## config.mk

```make
export PLATFORM = sky130hd
export DESIGN_NAME = fetch_queue
export DESIGN_NICKNAME = d
export VERILOG_FILES = /design/src/rtl/fetch_pkg.sv /design/src/rtl/fetch_fifo.sv /design/src/rtl/fetch_queue.sv
export SDC_FILE = /design/constraint.sdc
export NUM_CORES = 1
export LEC_CHECK = 0
export ABC_AREA = 1
export ABC_CLOCK_PERIOD_IN_PS = 4550
export BUFFER_PORTS_ARGS = -buffer_cell sky130_fd_sc_hd__buf_2
export CAP_MARGIN = 20
export CORE_UTILIZATION = 49
export DETAILED_ROUTE_END_ITERATION = 16
export GPL_ROUTABILITY_DRIVEN = 1
export GPL_TIMING_DRIVEN = 0
export PLACE_DENSITY = 0.69
export SYNTH_ARGS = -nofsm -noshare
export SYNTH_HDL_FRONTEND = slang
export SYNTH_SLANG_ARGS = --single-unit
```

## constraint.sdc

```tcl
create_clock -name clk -period 4.55 [get_ports clk]
set_input_delay 0.6825 -clock clk [delete_from_list [all_inputs] [get_ports clk]]
set_output_delay 0.6825 -clock clk [all_outputs]
set_load 0.005 [all_outputs]
```

## src/rtl/fetch_pkg.sv

```systemverilog
// rtl/fetch_pkg.sv - shared types and sizing helpers for the instruction prefetch queue
package fetch_pkg;

    typedef enum logic [1:0] {
        FETCH = 2'd0,
        WAIT  = 2'd1,
        DRAIN = 2'd2
    } fetch_state_e;

    function automatic int count_width(input int depth);
        return $clog2(depth) + 1;
    endfunction

    localparam int DEFAULT_DEPTH = 4;
    localparam int COUNT_W       = count_width(DEFAULT_DEPTH);

endpackage

```

## src/rtl/fetch_fifo.sv

```systemverilog
// rtl/fetch_fifo.sv - circular FIFO with wrap-bit pointers, flush and combinational head
module fetch_fifo
    import fetch_pkg::*;
#(
    parameter int W     = 25,
    parameter int DEPTH = 4
) (
    input  logic                   clk,
    input  logic                   rst_n,
    input  logic                   push,
    input  logic [W-1:0]           push_data,
    input  logic                   pop,
    input  logic                   clear,
    output logic                   head_valid,
    output logic [W-1:0]           head_data,
    output logic [$clog2(DEPTH):0] count
);

    localparam int PW = $clog2(DEPTH);

    logic [PW:0]  wr_ptr;
    logic [PW:0]  rd_ptr;
    logic [W-1:0] mem [DEPTH];
    logic         empty;
    logic         full;
    logic         do_push;
    logic         do_pop;

    assign empty   = (wr_ptr == rd_ptr);
    assign full    = (wr_ptr[PW] != rd_ptr[PW]) && (wr_ptr[PW-1:0] == rd_ptr[PW-1:0]);
    assign do_pop  = pop && !empty;
    // a pop in the same cycle frees the slot, so push-on-full is accepted then
    assign do_push = push && (!full || do_pop);

    always_ff @(posedge clk or negedge rst_n) begin
        if (!rst_n) begin
            wr_ptr <= '0;
            rd_ptr <= '0;
        end else if (clear) begin
            wr_ptr <= '0;
            rd_ptr <= '0;
        end else begin
            if (do_push) wr_ptr <= wr_ptr + 1'b1;
            if (do_pop)  rd_ptr <= rd_ptr + 1'b1;
        end
    end

    always_ff @(posedge clk) begin
        if (do_push && !clear) mem[wr_ptr[PW-1:0]] <= push_data;
    end

    assign count      = wr_ptr - rd_ptr;
    assign head_valid = !empty;
    assign head_data  = empty ? '0 : mem[rd_ptr[PW-1:0]];

endmodule

```

## src/rtl/fetch_queue.sv

```systemverilog
// rtl/fetch_queue.sv - prefetch unit: fetch FSM, one outstanding read, redirect flush/drain
module fetch_queue
    import fetch_pkg::*;
#(
    parameter int             AW       = 9,
    parameter int             IW       = 16,
    parameter int             DEPTH    = 4,
    parameter logic [AW-1:0]  RESET_PC = '0
) (
    input  logic                   clk,
    input  logic                   reset,
    output logic                   mem_req,
    output logic [AW-1:0]          mem_addr,
    input  logic [IW-1:0]          mem_rdata,
    input  logic                   mem_rvalid,
    output logic                   ir_valid,
    output logic [IW-1:0]          ir_data,
    output logic [AW-1:0]          ir_pc,
    input  logic                   ir_ready,
    input  logic                   redirect,
    input  logic [AW-1:0]          redirect_pc,
    input  logic                   halt,
    output logic [$clog2(DEPTH):0] count
);

    localparam int CW = count_width(DEPTH);

    fetch_state_e     state;
    fetch_state_e     state_nx;
    logic [AW-1:0]    fetch_pc;
    logic [AW-1:0]    req_pc;
    logic             push;
    logic             pop;
    logic             issue;
    logic             space;
    logic [CW-1:0]    occ_next;
    logic [AW+IW-1:0] head_data;

    assign pop      = ir_valid && ir_ready && !redirect;
    assign push     = (state == WAIT) && mem_rvalid && !redirect;
    // one slot stays reserved for the response of the request issued now
    assign occ_next = count + CW'(push) - CW'(pop);
    assign space    = occ_next < CW'(DEPTH);

    always_comb begin
        state_nx = state;
        issue    = 1'b0;
        if (redirect) begin
            if (state == WAIT) state_nx = mem_rvalid ? FETCH : DRAIN;
        end else begin
            case (state)
                FETCH: if (space && !halt) begin
                    issue    = 1'b1;
                    state_nx = WAIT;
                end
                WAIT: if (mem_rvalid) begin
                    if (space && !halt) issue = 1'b1;
                    else                state_nx = FETCH;
                end
                DRAIN: if (mem_rvalid) state_nx = FETCH;
                default: state_nx = FETCH;
            endcase
        end
    end

    always_ff @(posedge clk or negedge reset) begin
        if (!reset) begin
            state    <= FETCH;
            fetch_pc <= RESET_PC;
            req_pc   <= '0;
        end else begin
            state <= state_nx;
            if (redirect) begin
                fetch_pc <= redirect_pc;
            end else if (issue) begin
                req_pc   <= fetch_pc;
                fetch_pc <= fetch_pc + 1'b1;
            end
        end
    end

    // outputs are forced low while reset is held even though FETCH would issue
    assign mem_req  = issue && reset;
    assign mem_addr = mem_req ? fetch_pc : '0;

    fetch_fifo #(
        .W     (AW + IW),
        .DEPTH (DEPTH)
    ) u_fifo (
        .clk        (clk),
        .rst_n      (reset),
        .push       (push),
        .push_data  ({mem_rdata, req_pc}),
        .pop        (pop),
        .clear      (redirect),
        .head_valid (ir_valid),
        .head_data  (head_data),
        .count      (count)
    );

    assign {ir_data, ir_pc} = head_data;

`ifndef SYNTHESIS
    rvalid_not_in_fetch: assert property (@(posedge clk) disable iff (!reset)
        !(state == FETCH && mem_rvalid));
`endif

endmodule

```

==> impl_metrics.csv, run 1 <==
group,metric,value,unit
run_status,status,"completed",
clocking,clock_sinks,126,
synthesis,synth_cell_types,24,
synthesis,syn_nets,568,
clocking,clk_latency,0.40,ns
synthesis,netlist_top_cells_area,"edfxtp_1 (54%), dfrtp_1 (12%), nor2_1 (7.5%), o21ai_0 (5.6%), nand2_1 (4.4%)",
final_layout,final_common_cell,"nor2_1",
synthesis,syn_area,0.00560,mm2
floorplanning,die_w,109,um
drt,drt_iter0_markers,293,
sta,fin_skew,0.00638,ns
drt,first_pass_iters,5,
setup_path,r2r-start,"u_fifo.rd_ptr[1]$_DFFE_PN0P_",
sta,drv_slew,0,
sta,worst_slack,0.327,ns
power_and_ir_drop,power_density,549,mW/mm2
clocking,clockBufferDepth,2,
sta,grt_setup_unrepaired,"false",
sta,tightest_slew,0.911,ns
final_layout,area_growth_syn_to_layout,20.8,%
setup_path,cp.required,3.87,ns
global_route,grt_antenna_before_repair,0,
sta,max_freq,237,MHz
clocking,path_clk_slew,0.05,ns
sta,finalCriticalPeriod,4.22,ns
final_layout,fin_util,0.616,
place,io_buffers,68,
floorplanning,io_pins,70,
sta,hold_viol_final,0,
hold_path,hold_path_class,"input pin to asynchronous set/reset pin",
setup_path,cp-end-kind,"output port",
clocking,h-tree-depth,4,
setup_path,r2r_end,"req_pc[7]$_DFFE_PN0P_",
drt,drcViolationCount,0,
drt,drt-wirelength-per-cell,15.6,um
global_route,grt_max_degree,28,
drt,ant_nets,0,
place,dp_hpwl,7850,um
synthesis,yosysSeqAreaShare,0.652,
power_and_ir_drop,peakVddDrop,0.327,mV
synthesis,ys_ff_latch,126,
setup_path,start_kind,"flip-flop",
floorplanning,initial_core_util,0.510,
setup_path,critPathKind,"flip-flop to output port",
synthesis,synth_top_area_frac,0.536,
floorplanning,die-area,0.0119,mm2
floorplanning,die_h,109,um
final_layout,num_antenna_cells,0,
global_route,grt_pass1_wl,19400,um
floorplanning,core,0.0110,mm2
global_route,grt.total_usage,0.224,
final_layout,drive_above_1_share,0.215,
power_and_ir_drop,total_power,0.00372,W
setup_path,arrival,3.54,ns
global_route,overflow,0,
sta,slew_headroom,0.392,
final_layout,num-nets-final,659,
sta,finalSetupViolations,0,
setup_path,r2r_slack,1.26,ns
setup_path,ff2ff_path_depth,22,
job,max_cap_violations,0,
clocking,numCtsBuffers,17,
place,place_ws,0.130,ns
drt,wl,12000,um
drt,vias,4051,
synthesis,synthCells,526,
clocking,cts_root_buffer,"clkbuf_16",
drt,viasPerCell,5.27,
place,gp_congestion,0.853,
setup_path,worstPathMaxFanout,10,
clocking,hold_buffers,0,
global_route,grt_pass1_vias,3959,
sta,fin_crit_sh,0.928,
clocking,cts_tree,"done",
synthesis,syn_avg_cell_area,10.7,um2
synthesis,synth_top_cell_by_area,"edfxtp_1",
power_and_ir_drop,p_leak,2.78,nW
floorplanning,rows,38,
final_layout,layout_common_cells,"nor2_1 (108), edfxtp_1 (100), buf_2 (71)",
synthesis,yosys_warnings,0,
==> cells by family (layout without fill, tap and decap cells) <==
logic type | count (synthesis) | after routing | share of synthesized area
compound gates | 101 | 101 | 0.0962
xor+xnor | 6 | 6 | 0.00938
fa+ha+maj | 11 | 11 | 0.0259
buf+inv | 61 | 164 | 0.0444
flops | 126 | 126 | 0.652
simple gates | 221 | 221 | 0.172
==> layout make-up <==
type | count | area [um2]
tap | 140 | 175
multi-input combinational | 339 | 1720
clock buffer | 19 | 433
inverter | 37 | 141
sequential | 126 | 3650
clock inverter | 12 | 126
timing repair buffer | 72 | 405
buffer | 24 | 116
fill | 889 | 4220
==> power by group <==
group | switching [W] | internal [W]
sequential | 0.0000986 | 0.00139
combinational | 0.000627 | 0.000323
clock | 0.000440 | 0.000840
==> cell usage after synthesis <==
| cell type | instances |
|---|---|
| clkbuf_1 | 18 |
| nor3_2 | 9 |
| ha_1 | 10 |
| dfrtp_1 | 26 |
| clkinv_1 | 2 |
| xnor2_1 | 1 |
| edfxtp_1 | 100 |
| nand4_4 | 1 |
| xor2_1 | 5 |
| inv_2 | 1 |
| o21ai_0 | 63 |
| nand4_1 | 3 |
| o21ai_2 | 9 |
| nor2_1 | 112 |
| nor3_1 | 3 |
| nand3_2 | 1 |
| fa_1 | 1 |
| buf_2 | 4 |
| nand2_1 | 65 |
| inv_1 | 34 |
| nand2_2 | 8 |
| a21oi_1 | 29 |
| nand3_1 | 19 |
| buf_6 | 2 |
==> through the flow <==
stage	hold WS, ns	setup TNS, ns	area, um2	cells
CTS	0.303	0	6760	768
detailed placement	0.494	0	6190	737
global placement	0.488	-0.150	6120	734
finish	0.287	0	6770	769
global route	0.334	0	6770	769
floorplan	0.387	0	5600	526
==> worst max-delay path, cell delays in order (launching register included) <==
cell and delay [ns]:
dfrtp_1 0.41, buf_4 0.19, inv_4 0.11, buf_4 0.21, ha_1 0.25, nand2_1 0.08
inv_1 0.04, nand2_1 0.14, nand3_1 0.13, inv_1 0.13, ha_1 0.16, inv_1 0.04
ha_1 0.26, nand2_1 0.08, nand2_1 0.05, nand2_1 0.07, nand3_1 0.11, nand2_2 0.13
nand4_4 0.10, buf_6 0.17, nor3_2 0.11, buf_2 0.14
==> what timing repair did <==
action	4_1_cts	5_1_grt
resized for setup	4	2
buffers inserted	0	1
endpoints found under the setup margin	10	10
==> sequential cells by signal, summed over array words and instances (netlist names) <==
signal and cells:
u_fifo.mem 100, u_fifo.wr_ptr 3, state 2, fetch_pc 9
req_pc 9, u_fifo.rd_ptr 3
==> routing by layer <==
metal / part of all wire / track usage
met5: 0 / 0
met4: 0.0097 / 0.0792
met3: 0.057 / 0.0652
met2: 0.49 / 0.372
met1: 0.44 / 0.281
==> how the worst max path moves through the flow <==
stage,depth (start not counted),end,from,slack [ns]
after floorplan,20,mem_addr[0],u_fifo.rd_ptr[1]$_DFFE_PN0P_,0.89
after global placement,13,u_fifo.wr_ptr[2]$_DFFE_PN0P_,u_fifo.rd_ptr[1]$_DFFE_PN0P_,-0.02
after detailed placement,21,mem_addr[6],u_fifo.rd_ptr[1]$_DFFE_PN0P_,0.13
after CTS,21,mem_addr[6],u_fifo.rd_ptr[1]$_DFFE_PN0P_,0.01
after global routing,21,mem_addr[6],u_fifo.rd_ptr[1]$_DFFE_PN0P_,0.06
final,21,mem_addr[6],u_fifo.rd_ptr[1]$_DFFE_PN0P_,0.33
Power figures use the tool's default switching activity.
==> run 2: changes to the inputs <==
--- a/config.mk
+++ b/config.mk
@@ -5,7 +5,6 @@
 export SDC_FILE = /design/constraint.sdc
 export NUM_CORES = 1
 export LEC_CHECK = 0
-export ABC_AREA = 1
 export ABC_CLOCK_PERIOD_IN_PS = 4550
 export BUFFER_PORTS_ARGS = -buffer_cell sky130_fd_sc_hd__buf_2
 export CAP_MARGIN = 20
==> impl_metrics.csv, run 2 <==
group,metric,value,unit
synthesis,yosysSeqAreaShare,0.684,
setup_path,ff2ff_path_depth,15,
clocking,clock_sinks,126,
synthesis,synth_most_common_cell,"edfxtp_1",
final_layout,instances_no_fill,555,
final_layout,num_antenna_cells,0,
synthesis,synthCells,314,
drt,drt-wirelength-per-cell,18.0,um
drt,wl,9980,um
place,dp_hpwl,6500,um
sta,hold_viol_final,0,
setup_path,startpoint,"u_fifo.rd_ptr[1]$_DFFE_PN0P_",
setup_path,worstPathMaxFanout,18,
floorplanning,initial_core_util,0.510,
sta,drv_slew,0,
synthesis,yosys_warnings,0,
setup_path,r2r-start,"u_fifo.rd_ptr[1]$_DFFE_PN0P_",
global_route,grt_pass1_wl,16100,um
global_route,overflow,0,
power_and_ir_drop,p_leak,2.47,nW
setup_path,r2r_slack,1.22,ns
place,io_buffers,69,
drt,ant_nets,0,
final_layout,num-nets-final,448,
clocking,h-tree-depth,4,
floorplanning,die_w,106,um
final_layout,drive_above_1_share,0.363,
synthesis,synth_ff_type,"edfxtp_1",
final_layout,final_common_cell,"edfxtp_1",
drt,viasPerCell,5.49,
setup_path,r2r_end,"fetch_pc[0]$_DFFE_PN0P_",
final_layout,largest_register_ffs,100,
job,max_cap_violations,0,
floorplanning,die_h,106,um
setup_path,arrival,3.57,ns
synthesis,syn_area,0.00534,mm2
place,place_ws,-0.841,ns
drt,drcViolationCount,0,
power_and_ir_drop,peakVddDrop,0.403,mV
drt,vias,3046,
clocking,numCtsBuffers,17,
global_route,grt_pass1_vias,3045,
setup_path,cp-end-kind,"output port",
synthesis,synth_top_area_frac,0.562,
synthesis,syn_avg_cell_area,17.0,um2
sta,max_freq,235,MHz
clocking,clockBufferDepth,2,
run_status,status,"completed",
power_and_ir_drop,power_density,549,mW/mm2
global_route,grt.total_usage,0.195,
synthesis,synth_cell_types,39,
sta,tightest_slew,0.748,ns
floorplanning,io_pins,70,
sta,grt_setup_unrepaired,"false",
clocking,clk_latency,0.50,ns
sta,finalCriticalPeriod,4.25,ns
floorplanning,core,0.0105,mm2
place,placed_cells,523,
final_layout,area_growth_syn_to_layout,22.8,%
global_route,grt_max_degree,37,
final_layout,nFillCells,800,
synthesis,ys_ff_latch,126,
sta,fin_skew,0.00788,ns
synthesis,async_flop_share,0.206,
drt,drt_iter0_markers,110,
sta,finalSetupViolations,0,
floorplanning,rows,37,
clocking,cts_tree,"done",
final_layout,layout_common_cells,"edfxtp_1 (100), buf_2 (72), and2_1 (30)",
final_layout,multi_input_area,0.00160,mm2
synthesis,synth_top_cell_by_area,"edfxtp_1",
synthesis,synth_common_cells,"edfxtp_1 (100), and2_1 (30), dfrtp_1 (26)",
clocking,cts_root_buffer,"clkbuf_8",
synthesis,synth_edf_count,100,
floorplanning,die-area,0.0113,mm2
setup_path,cp.required,3.87,ns
setup_path,crit_path_end,"mem_addr[0]",
sta,fin_crit_sh,0.934,
synthesis,syn_nets,356,
final_layout,register_area,0.00365,mm2
synthesis,netlist_top_cells_area,"edfxtp_1 (56%), dfrtp_1 (12%), mux4_2 (11%), and2_1 (3.5%), ha_1 (2.3%)",
global_route,grt_antenna_before_repair,0,
setup_path,start_kind,"flip-flop",
setup_path,critPathKind,"flip-flop to output port",
place,gp_congestion,0.829,
clocking,path_clk_slew,0.06,ns
drt,first_pass_iters,4,
hold_path,hold_path_class,"input pin to asynchronous set/reset pin",
sta,worst_slack,0.301,ns
sta,slew_headroom,0.501,
run 2: cells by family (layout without fill, tap and decap cells):
family,after synthesis,after routing,synth area share
AOI/OAI and AO/OA,26,26,0.0328
buffers and inverters,23,128,0.0183
muxes,35,35,0.126
xor gates and xnor gates,9,9,0.0202
adders and majority gates,11,11,0.0272
DFF,126,126,0.684
and+or+nand+nor,84,84,0.0909
run 2: stage by stage:
step	setup TNS (ns)	hold WS, ns	instance area (um2)	total power [W]	utilization
after floorplan	0	0.387	5340	0.00202	-
after global placement	-7.49	0.489	5850	0.00228	0.560
after detailed placement	-10.25	0.507	5950	0.00231	0.569
after CTS	0	0.223	6560	0.00364	0.627
after global routing	0	0.246	6560	0.00378	0.627
final	0	0.220	6560	0.00360	0.627
run 2: area by class of cell:
class	count	area share
Clock inverter	14	0.0244
Clock buffer	18	0.0637
Timing Repair Buffer	75	0.0698
Inverter	9	0.00515
Tap cell	136	0.0259
Sequential cell	126	0.557
Multi-Input combinational cell	165	0.245
Buffer	12	0.00916
run 2: per-layer routing:
metal  GRT usage  vias to the layer above  part of all wire  routed length (um)
li1            -                     1412                 -                   -
met1       0.253                     1533              0.45                4470
met2       0.322                       91              0.50                5000
met3      0.0497                       10             0.042                 416
met4      0.0655                        0            0.0096                  96
met5           0                        -                 0                   0
run 2: power breakdown:
group / switching (W) / total (W) / internal, W / leakage [nW]
Sequential: 0.0000987 / 0.00149 / 0.00139 / 1.21
Combinational: 0.000425 / 0.000825 / 0.000401 / 0.994
Clock: 0.000498 / 0.00129 / 0.000789 / 0.263
run 2: critical path: stages, from the launching register on:
cell and delay (ns):
dfrtp_1 0.41, buf_4 0.32, inv_1 0.09, ha_1 0.35, nand3_4 0.16, nand2_1 0.12
nor2_1 0.11, ha_1 0.15, inv_1 0.04, ha_1 0.28, a21oi_2 0.21, xor2_2 0.13
nor3_4 0.25, buf_6 0.16, and3_1 0.16, buf_2 0.11
run 2: worst min path at each step:
stage	start	endpoint	slack, ns	cells past startpoint
after floorplan	reset	fetch_pc[0]$_DFFE_PN0P_	0.39	0
after global placement	req_pc[2]$_DFFE_PN0P_	u_fifo.mem[3][2]$_DFFE_PP_	0.49	0
after detailed placement	req_pc[0]$_DFFE_PN0P_	u_fifo.mem[0][0]$_DFFE_PP_	0.51	0
after CTS	reset	state[1]$_DFFE_PN0P_	0.22	1
after global routing	reset	fetch_pc[8]$_DFFE_PN0P_	0.25	1
final	reset	state[1]$_DFFE_PN0P_	0.22	1
run 2: what timing repair did:
action	CTS	global route
buffers inserted	2	0
pin swaps	2	0
cloned	0	0
resized for setup	6	2
hold endpoints to repair	0	0
hold buffers	0	0
endpoints found under the setup margin	28	10
